File: config.mk
export PLATFORM = sky130hd
export DESIGN_NAME = extend_unit
export DESIGN_NICKNAME = d
export VERILOG_FILES = /design/src/rtl/extend_pkg.sv /design/src/rtl/extend_core.sv /design/src/rtl/extend_unit.sv
export SDC_FILE = /design/constraint.sdc
export NUM_CORES = 1
export LEC_CHECK = 0
export ABC_AREA = 1
export BUFFER_PORTS_ARGS = -buffer_cell sky130_fd_sc_hd__buf_2
export CAP_MARGIN = 15
export CELL_PAD_IN_SITES_DETAIL_PLACEMENT = 1
export CELL_PAD_IN_SITES_GLOBAL_PLACEMENT = 1
export CORE_UTILIZATION = 30
export CTS_CLUSTER_DIAMETER = 50
export DETAILED_ROUTE_END_ITERATION = 16
export PLACE_DENSITY = 0.81
export SLEW_MARGIN = 20
export SYNTH_ARGS = -nofsm -noshare
export SYNTH_HDL_FRONTEND = slang
export SYNTH_SLANG_ARGS = --single-unit
File: constraint.sdc
create_clock -name clk -period 1.15 [get_ports clk]
set_input_delay 0.23 -clock clk [delete_from_list [all_inputs] [get_ports clk]]
set_output_delay 0.23 -clock clk [all_outputs]
set_load 0.01 [all_outputs]
File: src/rtl/extend_pkg.sv
`default_nettype none
// ============================================================================
//  Module   : extend_pkg
//  Purpose  : Shared extension-mode encodings and width constants for the
//             immediate-extension unit.
//  Revision : 1.0  initial release
// ============================================================================
package extend_pkg;

    localparam int IMM_IN_W  = 16;
    localparam int IMM_OUT_W = 32;

    typedef enum logic [1:0] {
        EXT_SIGN   = 2'b00,
        EXT_ZERO   = 2'b01,
        EXT_LUI    = 2'b10,
        EXT_BRANCH = 2'b11
    } ext_mode_e;

endpackage : extend_pkg
`default_nettype wire

File: src/rtl/extend_core.sv
`default_nettype none
// ============================================================================
//  Module   : extend_core
//  Purpose  : Combinational mode mux turning a 16-bit immediate into a
//             32-bit operand (sign, zero, LUI, branch word offset).
//  Revision : 1.0  initial release
// ============================================================================
module extend_core
    import extend_pkg::*;
(
    input  logic [1:0]           extMode,
    input  logic [IMM_IN_W-1:0]  offsetIn,
    output logic [IMM_OUT_W-1:0] immediateComb
);

    localparam int c_EXT_W = IMM_OUT_W - IMM_IN_W;

    logic w_sign;
    assign w_sign = offsetIn[IMM_IN_W-1];

    always_comb begin
        immediateComb = {{c_EXT_W{w_sign}}, offsetIn};
        case (ext_mode_e'(extMode))
            EXT_SIGN:   immediateComb = {{c_EXT_W{w_sign}}, offsetIn};
            EXT_ZERO:   immediateComb = {{c_EXT_W{1'b0}}, offsetIn};
            EXT_LUI:    immediateComb = {offsetIn, {c_EXT_W{1'b0}}};
            // Word offset: the two sign bits that would overflow are dropped.
            EXT_BRANCH: immediateComb = {{(c_EXT_W-2){w_sign}}, offsetIn, 2'b00};
            default:    immediateComb = {{c_EXT_W{w_sign}}, offsetIn};
        endcase
    end

endmodule : extend_core
`default_nettype wire

File: src/rtl/extend_unit.sv
`default_nettype none
// ============================================================================
//  Module   : extend_unit
//  Purpose  : Immediate-extension unit: combinational result plus a
//             registered, valid-qualified copy for pipelined datapaths.
//  Revision : 1.0  initial release
// ============================================================================
module extend_unit
    import extend_pkg::*;
(
    input  logic                 clk,
    input  logic                 rst,
    input  logic                 inValid,
    input  logic [1:0]           extMode,
    input  logic [IMM_IN_W-1:0]  offsetIn,
    output logic [IMM_OUT_W-1:0] immediateComb,
    output logic [IMM_OUT_W-1:0] immediate,
    output logic                 outValid
);

    logic [IMM_OUT_W-1:0] w_imm_comb;
    logic [IMM_OUT_W-1:0] w_imm_d;
    logic [IMM_OUT_W-1:0] r_imm_q;
    logic                 w_out_valid_d;
    logic                 r_out_valid_q;

    extend_core u_core (
        .extMode       (extMode),
        .offsetIn      (offsetIn),
        .immediateComb (w_imm_comb)
    );

    // Result holds between captures; the valid flag is a one-cycle pulse.
    always_comb begin
        w_imm_d       = r_imm_q;
        w_out_valid_d = 1'b0;
        if (inValid) begin
            w_imm_d       = w_imm_comb;
            w_out_valid_d = 1'b1;
        end
    end

    always_ff @(posedge clk) begin
        if (rst) begin
            r_imm_q       <= '0;
            r_out_valid_q <= 1'b0;
        end else begin
            r_imm_q       <= w_imm_d;
            r_out_valid_q <= w_out_valid_d;
        end
    end

    assign immediateComb = w_imm_comb;
    assign immediate     = r_imm_q;
    assign outValid      = r_out_valid_q;

endmodule : extend_unit
`default_nettype wire

==> run metrics <==
largest area contributor in the netlist=dfxtp_1; crit path setup slack, layout=-7.611 ps; Post-route DRC=0; die height=around 77 µm; WL final=between 5000 and 6000 µm; antenna violations before repair=0; share of layout cells above drive strength 1=38.95%; Slew @ Worst Pin=~450 ps; non-filler cells, final=around 420; r2r startpoint=immediate[11]; fillcell total=roughly 740; Worst R2R End=immediate[11]; Final Hold Fails=0; Max Root-Sink Buffers=2; Peak VDD IR=roughly 0.57 mV; core area=between 5000 and 6000 µm²; EDFF count, synth=0; Max-cap violations=0; Clk Tree Root Cell=clkbuf_8; min Tclk post-route=around 1200 ps; period utilisation layout=100.7%; DRT met1 WL=between 2000 and 2500 µm; TritonCTS clock tree=built; RSZ-0062 raised after global routing=yes; largest family of logic cells by synthesized area=simple AND/OR/NAND/NOR gates; Pwr Density=1174 nW/µm²; slowest CP cell=nor2_4; R2R setup slack=470 ps; number of top-level pins=86; Combinational Power Share=between 20% and 30%; hpwl dp=roughly 4200 µm; Synth area leaders=dfxtp_1, nor2_1, nand2_1, o21ai_0, nand3_2; YS warnings=0; final setup vio count=1; crit path to=immediateComb[29]; post-synthesis mux area share=0%; GRT overflow=0; max_slew headroom=69.86%; WS Path Type=in -> out; Post-Syn Nets=268; clk sinks=33; xor/xnor share of the synthesized area=0%; clock slew at reported path FFs=70 ps; # hold bufs at CTS=0; most frequent cell after synthesis=nor2_1; CP Max Fanout=8; violated checks=setup timing; kind of start point of the critical path=input port; RD Place Congestion=roughly 0.82; Setup Skew=0 ps; Synth top area share=38.82%; GRT Total Usage=a little under a fifth; worst min-delay path category=in -> reg; Critical Path Stages=5; Rows=27; Netlist Area Pre-Place=between 1500 and 2000 µm²; Final ANT Viol Nets=0; routed vias=1,919; required time of the critical path=920 ps; Largest stage delay, worst path=about 170 ps; DR pass1 iterations=4; Syn-to-layout area delta=43.97%; worst path arrival time=930 ps; DIE AREA=~6000 µm²; Simple-Gate Fraction of Synth Area=38.24%; Syn Inst Count=approximately 250; Seq/Total Area, Yosys=between 30% and 40%; H-tree Lvls=2; clock power share=~29%; Most used DFF post-synth=dfxtp_1; Post-Synth Adder-Cell Area=0%; Crit path max-delay family=simple AND/OR/NAND/NOR gates; Die Span X=77.32 µm; total length of routed met2 wires=about 2600 µm; routed wl met3=364 µm; switching pwr=approximately 0.89 mW; Distinct cells, synth=20; diode count=0; fin nets=about 360; Leak=1.440 nW; number of global-route vias before repair=1,881; Starting Density=31.09%; R2R depth=4; hold slack=~260 ps; first-pass GRT wire length=about 9000 µm; max layer used=met4; drt via density=4.613; CP Capture Type=output pin; Async SR Flop Fraction=0%; CTS Buf Count=5; synth cell count leaders=nor2_1, nand2_1, dfxtp_1; DP Cell Count=approximately 400; Syn Area/Cell=~6.9 µm²; Worst-Skew Late Latency=between 200 and 300 ps; Slew Limit Fails=0; WL per Instance=between 10 and 15 µm; Power Internal=1.986 mW; WP buf/inv=2; Reg power frac=43.8%; Cell Chain, Critical Path=buf_12 > nor2_4 > nand2_4 > nand3_2 > buf_6; outcome=finished, violations left; FMAX=0.8638 GHz; Iter 0 DRT Violations=39; FF+latch count, synth=33; Compound-Gate Fraction of Synth Area=10.29%; Switching Share=a little under a third; largest net degree at the start of global routing=23; Port Buf Inserts=85; critical path startpoint=extMode[1]
flip-flops by register name, summed over array words and instances (netlist names):
register	cells
outValid	1
immediate	32
timing repair:
action,4_1_cts,5_1_grt
cloned,2,0
resized for setup,26,0
setup buffers,5,0
pin swaps,8,1
setup endpoints to repair,32,8
placed cells by master (no fill, tap or decap):
cell type   n
buf_12      1
nand3_2    13
nand3_4     5
nand2_1    46
nor2_4      1
inv_4       3
clkbuf_8    5
o21ai_1     4
inv_1      19
clkbuf_1    3
buf_4      19
dfxtp_1    33
nand2_4     2
buf_2      77
a21oi_1     3
nand3_1    15
o21ai_0    28
nor2_1     59
nand2_2     1
buf_6       7
per-stage QoR:
stage                     instance area [µm²]  setup slack [ps]  power (mW)  TNS, ps  util, %
after floorplan                          1702             140.2       1.687        0        -
after global placement                   2190            -89.08       1.972    -1167    40.01
after detailed placement                 2190            -112.3       1.993    -1967    40.01
after CTS                                2450            0.7210       2.912        0    44.76
after global routing                     2450            -39.48       3.052   -203.7    44.76
final                                    2450            -7.611       2.876   -7.611    44.76
power groups by stage:
stage / combinational, mW / sequential [mW] / clock, mW
global placement: 0.689 / 1.28 / 0
CTS: 0.791 / 1.26 / 0.860
floorplan: 0.364 / 1.32 / 0
finish: 0.781 / 1.26 / 0.835
detailed placement: 0.707 / 1.29 / 0
global route: 0.866 / 1.27 / 0.918
cell families after synthesis:
group,Yosys count
compound gates,35
buf+inv,39
simple gates,140
flops,33
metal layers:
| metal | up-vias | global-route usage [%] |
|---|---|---|
| li1 | 970 | - |
| met2 | 57 | 33.27 |
| met4 | 0 | 5.849 |
| met1 | 882 | 22.37 |
| met5 | - | 0 |
| met3 | 10 | 5.833 |
layout make-up:
| type | instances | area, µm² | area share (%) |
|---|---|---|---|
| timing repair buffer | 104 | 626.9 | 25.59 |
| multi-input combinational | 177 | 902.1 | 36.82 |
| tap | 72 | 90.09 | 3.677 |
| sequential | 33 | 660.6 | 26.97 |
| clock buffer | 8 | 80.08 | 3.269 |
| inverter | 22 | 90.09 | 3.677 |
worst min-delay path by stage:
stage / endpoint / from / cells past startpoint
5_1_grt: immediate[1] / offsetIn[1] / 3
4_1_cts: immediate[1] / offsetIn[1] / 3
3_3_place_gp: immediate[28] / immediate[28] / 2
3_5_place_dp: immediate[28] / immediate[28] / 2
6_report: immediate[1] / offsetIn[1] / 3
2_1_floorplan: immediate[31] / offsetIn[15] / 2
tightest hold or removal path, cell delays in order:
cell and delay, ps:
buf_2 120, nand2_1 80, a21oi_1 60
(Power assumes the default switching activity.)
